File: src/rtl/audio_pkg.sv
// Shared audio sample definitions used by the SPI front end, the sample FIFO and downstream consumers.
package audio_pkg;

  localparam int DATA_W = 16;

  typedef logic [DATA_W-1:0] sample_t;

endpackage

File: src/rtl/sample_fifo_ram.sv
// Simple dual-port sample store: synchronous write, registered read with enable, no reset (maps to iCE40 EBR).
module sample_fifo_ram #(
  parameter int DATA_W = 16,
  parameter int DEPTH  = 256,
  parameter int ADDR_W = $clog2(DEPTH)
) (
  input  logic              clk,
  input  logic              wr_en,
  input  logic [ADDR_W-1:0] wr_addr,
  input  logic [DATA_W-1:0] wr_data,
  input  logic              rd_en,
  input  logic [ADDR_W-1:0] rd_addr,
  output logic [DATA_W-1:0] rd_data
);

  logic [DATA_W-1:0] mem [DEPTH];

  always_ff @(posedge clk) begin
    if (wr_en) mem[wr_addr] <= wr_data;
    if (rd_en) rd_data <= mem[rd_addr];
  end

endmodule

File: src/rtl/sample_fifo.sv
// Synchronous sample FIFO between spi_receiver and the sample consumer, with level and sticky error flags.
module sample_fifo #(
  parameter int DATA_W    = audio_pkg::DATA_W,
  parameter int DEPTH     = 256,
  parameter int AFULL_THR = 224
) (
  input  logic                       clk_12mhz,
  input  logic                       rst_n,
  input  logic                       wr_en,
  input  logic [DATA_W-1:0]          wr_data,
  output logic                       fifo_full,
  output logic                       almost_full,
  input  logic                       rd_en,
  output logic [DATA_W-1:0]          rd_data,
  output logic                       rd_valid,
  output logic                       empty,
  output logic [$clog2(DEPTH):0]     level,
  output logic                       overflow,
  output logic                       underflow,
  input  logic                       clr_flags
);

  localparam int PTR_W = $clog2(DEPTH);
  localparam int LVL_W = PTR_W + 1;
  localparam logic [PTR_W-1:0] PTR_ONE   = PTR_W'(1);
  localparam logic [LVL_W-1:0] LVL_ONE   = LVL_W'(1);
  localparam logic [LVL_W-1:0] LVL_FULL  = LVL_W'(DEPTH);
  localparam logic [LVL_W-1:0] LVL_AFULL = LVL_W'(AFULL_THR);

  logic [PTR_W-1:0]  wr_ptr;
  logic [PTR_W-1:0]  rd_ptr;
  logic [LVL_W-1:0]  level_next;
  logic [DATA_W-1:0] ram_q;
  logic              has_read;
  logic              push;
  logic              pop;

  // Acceptance uses the registered flags, i.e. the state at the start of the cycle.
  assign push = wr_en && !fifo_full;
  assign pop  = rd_en && !empty;

  always_comb begin
    level_next = level;
    case ({push, pop})
      2'b10:   level_next = level + LVL_ONE;
      2'b01:   level_next = level - LVL_ONE;
      default: level_next = level;
    endcase
  end

  always_ff @(posedge clk_12mhz or negedge rst_n) begin
    if (!rst_n) begin
      wr_ptr      <= '0;
      rd_ptr      <= '0;
      level       <= '0;
      empty       <= 1'b1;
      fifo_full   <= 1'b0;
      almost_full <= 1'b0;
      rd_valid    <= 1'b0;
      has_read    <= 1'b0;
      overflow    <= 1'b0;
      underflow   <= 1'b0;
    end else begin
      if (push) wr_ptr <= wr_ptr + PTR_ONE;
      if (pop)  rd_ptr <= rd_ptr + PTR_ONE;
      level       <= level_next;
      empty       <= (level_next == '0);
      fifo_full   <= (level_next == LVL_FULL);
      almost_full <= (level_next >= LVL_AFULL);
      rd_valid    <= pop;
      has_read    <= has_read || pop;
      // A rejection in the same cycle as a clear keeps the flag set.
      overflow    <= (overflow  && !clr_flags) || (wr_en && fifo_full);
      underflow   <= (underflow && !clr_flags) || (rd_en && empty);
    end
  end

  sample_fifo_ram #(
    .DATA_W (DATA_W),
    .DEPTH  (DEPTH),
    .ADDR_W (PTR_W)
  ) u_ram (
    .clk     (clk_12mhz),
    .wr_en   (push),
    .wr_addr (wr_ptr),
    .wr_data (wr_data),
    .rd_en   (pop),
    .rd_addr (rd_ptr),
    .rd_data (ram_q)
  );

  // The RAM output has no reset, so present zero until the first pop since reset.
  assign rd_data = has_read ? ram_q : '0;

endmodule

File: config.mk
export PLATFORM = sky130hd
export DESIGN_NAME = sample_fifo
export DESIGN_NICKNAME = d
export VERILOG_FILES = /design/src/rtl/audio_pkg.sv /design/src/rtl/sample_fifo_ram.sv /design/src/rtl/sample_fifo.sv
export SDC_FILE = /design/constraint.sdc
export NUM_CORES = 2
export LEC_CHECK = 0
export BUFFER_PORTS_ARGS = -buffer_cell sky130_fd_sc_hd__buf_2
export CAP_MARGIN = 10
export CORE_MARGIN = 2
export CORE_UTILIZATION = 55
export DETAILED_ROUTE_END_ITERATION = 8
export PLACE_DENSITY_LB_ADDON = 0.1
export RECOVER_POWER = 25
export SLEW_MARGIN = 20
export SYNTH_ARGS = -nofsm -noshare
export SYNTH_HDL_FRONTEND = slang
export SYNTH_SLANG_ARGS = --single-unit
File: constraint.sdc
create_clock -name clk_12mhz -period 5.7 [get_ports clk_12mhz]
set_input_delay 1.14 -clock clk_12mhz [delete_from_list [all_inputs] [get_ports clk_12mhz]]
set_output_delay 1.14 -clock clk_12mhz [all_outputs]
set_load 0.005 [all_outputs]
# --- After elaboration in Yosys (flattened, before gate mapping) ---
# Memory sizes are Yosys's and may differ from the RTL's. A register that Yosys moved wholly into a read port is not among the register bits.
# Cells that the tools add are included.
word_totals:
  ramBits: 4096
  latch_bits: 0
  out_inout_bits: 31
  elab_cells: 36
  romBits: 0
  reg_bits: 32
  input_bits: 21
  n_memories: 1
memory_table:
  columns: ["name", "depth", "width", "read_ports", "rd_clocked_by_memory_dff", "write_ports", "line_no", "text"]
  rows:
  - ["u_ram.mem", 256, 16, 1, 1, 1, "sample_fifo_ram.sv:16", "logic [DATA_W-1:0] mem [DEPTH];"]
op_classes:
  div_mod_pow: 0
  shift: 0
  addsub: 4
  bitwise_logic: 0
  order_cmp: 1
  multipliers: 0
  reduce_logical: 13
  n_eq_ne: 3
  mux: 4
op_table:
  columns: ["operator", "n"]
  rows:
  - ["case mux 9 bit (2 select lines)", 1]
  - ["adder 8 x 1 -> 8 bit (second input constant)", 2]
  - ["two-way mux 16 bit", 1]
  - ["adder 9 x 1 -> 9 bit (second input constant)", 1]
  - ["equality test 9 bit (second input constant)", 1]
  - ["greater-or-equal comparator 9 x 8 -> 1 bit (second input constant)", 1]
  - ["zero test 9 bit", 1]
  - ["subtractor 9 x 1 -> 9 bit (second input constant)", 1]
  - ["logical AND 1 bit", 6]
  - ["zero test 1 bit", 3]
  - ["logical OR 1 bit", 3]
  - ["equality test 2 x 1 -> 1 bit (second input constant)", 1]
  - ["equality test 2 bit (second input constant)", 1]
  - ["two-way mux 1 bit", 2]

# --- Depth between registers and ports, before layout ---
logic_depth:
  depth_word: 5
  mapped_depth: 14
  depth_no_buf: 12

# --- Cells and area by module ---
# From an unflattened synthesis, not the netlist that was laid out.
unflattened:
  cells_unflattened: 7567
  area_unflattened_um2: 160883.0
by_module_without_submodules:
  columns: ["mod", "cells_per_inst", "seq_area_each_um2", "area_per_inst_um2", "n_inst"]
  rows:
  - ["sample_fifo_ram", 7360, 123478.4, 158874.9, 1]
  - ["sample_fifo", 207, 802.0, 2008.2, 1]

# --- Worst setup path after synthesis ---
# Ideal clock, no wire load.
synth_timing:
  kind: "input port to flip-flop"
  startpoint: "input port wr_en"
  endpoint: "register fifo_full"
  path_buffers: 2
  slack_ns: 1.648
  setup_ns: 0.095
  t_arrival_ns: 3.957
  required_ns: 5.605
  cell_stages: 14
  cell_sequence: "nor2b_2 > buf_6 > inv_2 > buf_2 > nand2_1 > xnor2_1 > ha_1 > nor4_1 > nor4_2 > nor4_1 > xor2_1 > or4_1 > or4_1 > nor4b_2"
synth_via:
  elab_chain_cells: 4
  elab_cells_between_ends: 5
  cone_classes: "3 x eq/ne; 1 x mux; 1 x reduce/logical"
synth_lines:
  columns: ["element", "line_no", "text"]
  rows:
  - ["from (decl)", "sample_fifo.sv:9", "input logic wr_en,"]
  - ["logical AND 1 bit (*)", "sample_fifo.sv:39", "assign push = wr_en && !fifo_full;"]
  - ["equality test 2 x 1 -> 1 bit / equality test 2 bit (equally long branches)", "sample_fifo.sv:44", "case ({push, pop})"]
  - ["case mux 9 bit (2 select lines) (*)", "sample_fifo.sv:44", null]
  - ["net level_next[4]", "sample_fifo.sv:32", "logic [LVL_W-1:0] level_next;"]
  - ["equality test 9 bit (*)", "sample_fifo.sv:68", "fifo_full <= (level_next == LVL_FULL);"]
  - ["to (signal assigned)", "sample_fifo.sv:68", null]
  - ["to (decl)", "sample_fifo.sv:11", "output logic fifo_full,"]
# Mark *: on every way through the listed nets, which the timed path passes. The rest lies on a longest branch.
# A chain may end at the register's enable or synchronous reset.

# --- Final worst setup path ---
layout_timing:
  startpoint: "input port wr_data[0]"
  endpoint: "memory u_ram.mem[164][0] (data pin)"
layout_lines:
  columns: ["element", "line_no", "text"]
  rows:
  - ["from (decl)", "sample_fifo.sv:10", "input logic [DATA_W-1:0] wr_data,"]
  - ["to (decl)", "sample_fifo_ram.sv:16", null]
# No word-level cell before the write port.

==> flow_summary.toml <==
[die]
die-area_um2 = 295000
die_x_um = 543
rows = 197
initial_utilization_pct = 55.4
coreArea_um2 = 288000
io_pins = 52
die_y_um = 543

[clock_network]
cts_buffers = 414
clockRootBuffer = "clkbuf_16"
cts-resized-gates = 0
clk_latency_ns = 0.99
cts_tree = "yes"
postCtsSetupRepairBufs = 0
clkSlewWorstSetupHoldPaths_ns = 0.06
cts_htree_levels = 5
cts_sinks = 4144
clockBufferDepth = 4
hold_buffers = 0

[logic_synthesis]
yosys_most_used_dff = "edfxtp_1"
ys_ff_latch = 4144
ys_seq_area_share_pct = 77.8
yosysMostFrequentCell = "edfxtp_1"
syn_nets = 7406
synth_area_leaders = "edfxtp_1 (77%), mux4_2 (13%), mux2i_1 (2.6%), a22oi_1 (0.86%), nor2_1 (0.73%)"
ys_types = 81
yosysTopAreaCellShare_pct = 77.3
synth.avg_cell_area_um2 = 21.6
synth_edf_count = 4112
synth_top_area_cell = "edfxtp_1"
synth_common_cells = "edfxtp_1 (4,112), mux4_2 (889), mux2i_1 (417), nor2_1 (310), a22oi_1 (184)"
ys_warn_count = 0
syn_area_um2 = 160000
synth_cells = 7378
async_flop_share_pct = 0.772

[status]
status = "finished, violations left"
violations = "capacitance limit, slew limit"

[setup_path]
r2r-start = "fifo_full"
crit_type = "in -> reg"
reg2reg_slack_ns = 0.88
critPathLaunchType = "input port"
cp_num_buf_inv = 2
crit_fanout = 90
end_kind = "flip-flop"
cp_slowest_cell = "clkdlybuf4s25_1"
path_delay_family = "buffers and inverters"
path_depth = 2
worstPathArrival_ns = 5.75
slowest_delay_ns = 3.28
worstPathCellList = "clkdlybuf4s25_1, buf_4"
worstReg2RegEnd = "u_ram.mem[58][9]"
required_ns = 6.33
reg2regPathDepth = 5

[global_routing]
antenna_found_initial = 32
grt-ovfl-total = 0
grt_max_degree = 168
grt_usage_pct = 31.1
first_global_vias = 79300
grt_first_pass_wirelength_mm = 633

[routing]
drc_errors = 0
wirelength_mm = 458
drtIter0Drc = 12100
avgRoutedWirePerCell_um = 38.2
via_per_inst = 6.81
drtAntennaViolNets = 0
num_vias = 81700
drtPass1Iterations = 8

[sta]
worst_slew_pin_slew_ns = 4.84
fin_ws_ns = 0.581
setup-violations-final = 0
timing.final.crit_share_pct = 89.8
fin_hold_ws_ns = 0.398
final-hold-violation-count = 0
slew_headroom_pct = -222
setup_tns_ns = 0
fin_worst_skew_ns = 0.0727
fmax_ghz = 0.195
min_period_ns = 5.12
rsz0062_at_grt = "no"
finalMaxSlewViolations = 2092

[hold_path]
hold_path_depth = 2
min_delay_worst_endpoint = "underflow"
hold_class = "in -> reg"
worst_hold_startpoint = "clr_flags"

[finish]
nets = 7891
stdcell_area_um2 = 180000
syn_to_final_growth_pct = 12.8
drive_above_1_share_pct = 26.2

[power_and_ir_drop]
p_leak_nw = 56.7
p_per_area_nw_per_um2 = 491
vdd_ir_drop_max_v = 0.000337
power_mw = 88.4

[place]
io_buffers = 51
place.gp.congestion = 0.906
dp_hpwl_mm = 275
pre_cts_ws_ns = 0.949
placed_area_um2 = 167000

[job]
max_cap_violations = 23
cell type report:
class	count	area, um^2
Tap cell	3781	4730
Fill cell	19700	108000
Inverter	17	71.3
Sequential cell	4144	124000
Multi-Input combinational cell	2773	33500
Antenna cell	26	65.1
Timing Repair Buffer	513	4430
Clock inverter	228	2130
Clock buffer	524	10900
routing by layer:
layer / track usage (%) / vias to the layer above / routed length, um
met3: 7.30 / 826 / 50100
met4: 11.6 / 14 / 19300
met5: 0 / - / 102
met2: 47.0 / 4931 / 212000
li1: - / 32100 / -
met1: 44.6 / 43800 / 177000
where the power goes:
part	total [mW]	switching [mW]	internal [mW]
Sequential	34.9	0.829	34.1
Combinational	27.1	17.1	10.0
Clock	26.4	11.5	14.8
Total	88.4	29.5	58.9
sequential cells by signal, summed over array words and instances (netlist names):
signal / count
rd_ptr: 8
rd_valid: 1
has_read: 1
wr_ptr: 8
overflow: 1
u_ram.rd_data: 16
almost_full: 1
u_ram.mem: 4096
fifo_full: 1
underflow: 1
empty: 1
level: 9
worst max path at each step:
stage                     slack, ns                 to  startpoint
after detailed placement       0.95              empty       rd_en
final                          0.58  u_ram.mem[164][0]  wr_data[0]
after CTS                      0.99  u_ram.rd_data[13]   rd_ptr[0]
after global placement        -0.04  u_ram.rd_data[10]   rd_ptr[0]
after global routing           0.49  u_ram.mem[230][0]  wr_data[0]
after floorplan                1.65          fifo_full       wr_en
cell families after synthesis:
logic type	share of synthesized area (%)
AOI/OAI and AO/OA	3.38
xor gates and xnor gates	0.125
adders and majority gates	0.0548
buffers and inverters	1.64
DFF	77.8
muxes	15.2
and+or+nand+nor	1.77
cell usage in the layout (no fill, tap or decap), types with 73 or more instances in the layout:
master | synthesis | layout
nor2_2 | 0 | 84
nand2_1 | 148 | 145
edfxtp_1 | 4112 | 4112
clkbuf_16 | 0 | 419
nor2_1 | 310 | 182
mux2i_1 | 417 | 417
buf_4 | 63 | 398
mux4_2 | 889 | 889
a22oi_1 | 184 | 184
clkinv_1 | 1 | 86
a21oi_1 | 168 | 168
o21ai_0 | 94 | 87
clkbuf_1 | 175 | 115
clkinv_2 | 0 | 73
through the flow:
stage                     std cells  utilization [%]
after floorplan                7378                -
after global placement        11200             57.9
after detailed placement      11200             58.0
after CTS                     12000             62.5
after global routing          12000             62.4
final                         12000             62.5
Note: power is estimated with default switching activity, not from simulation.
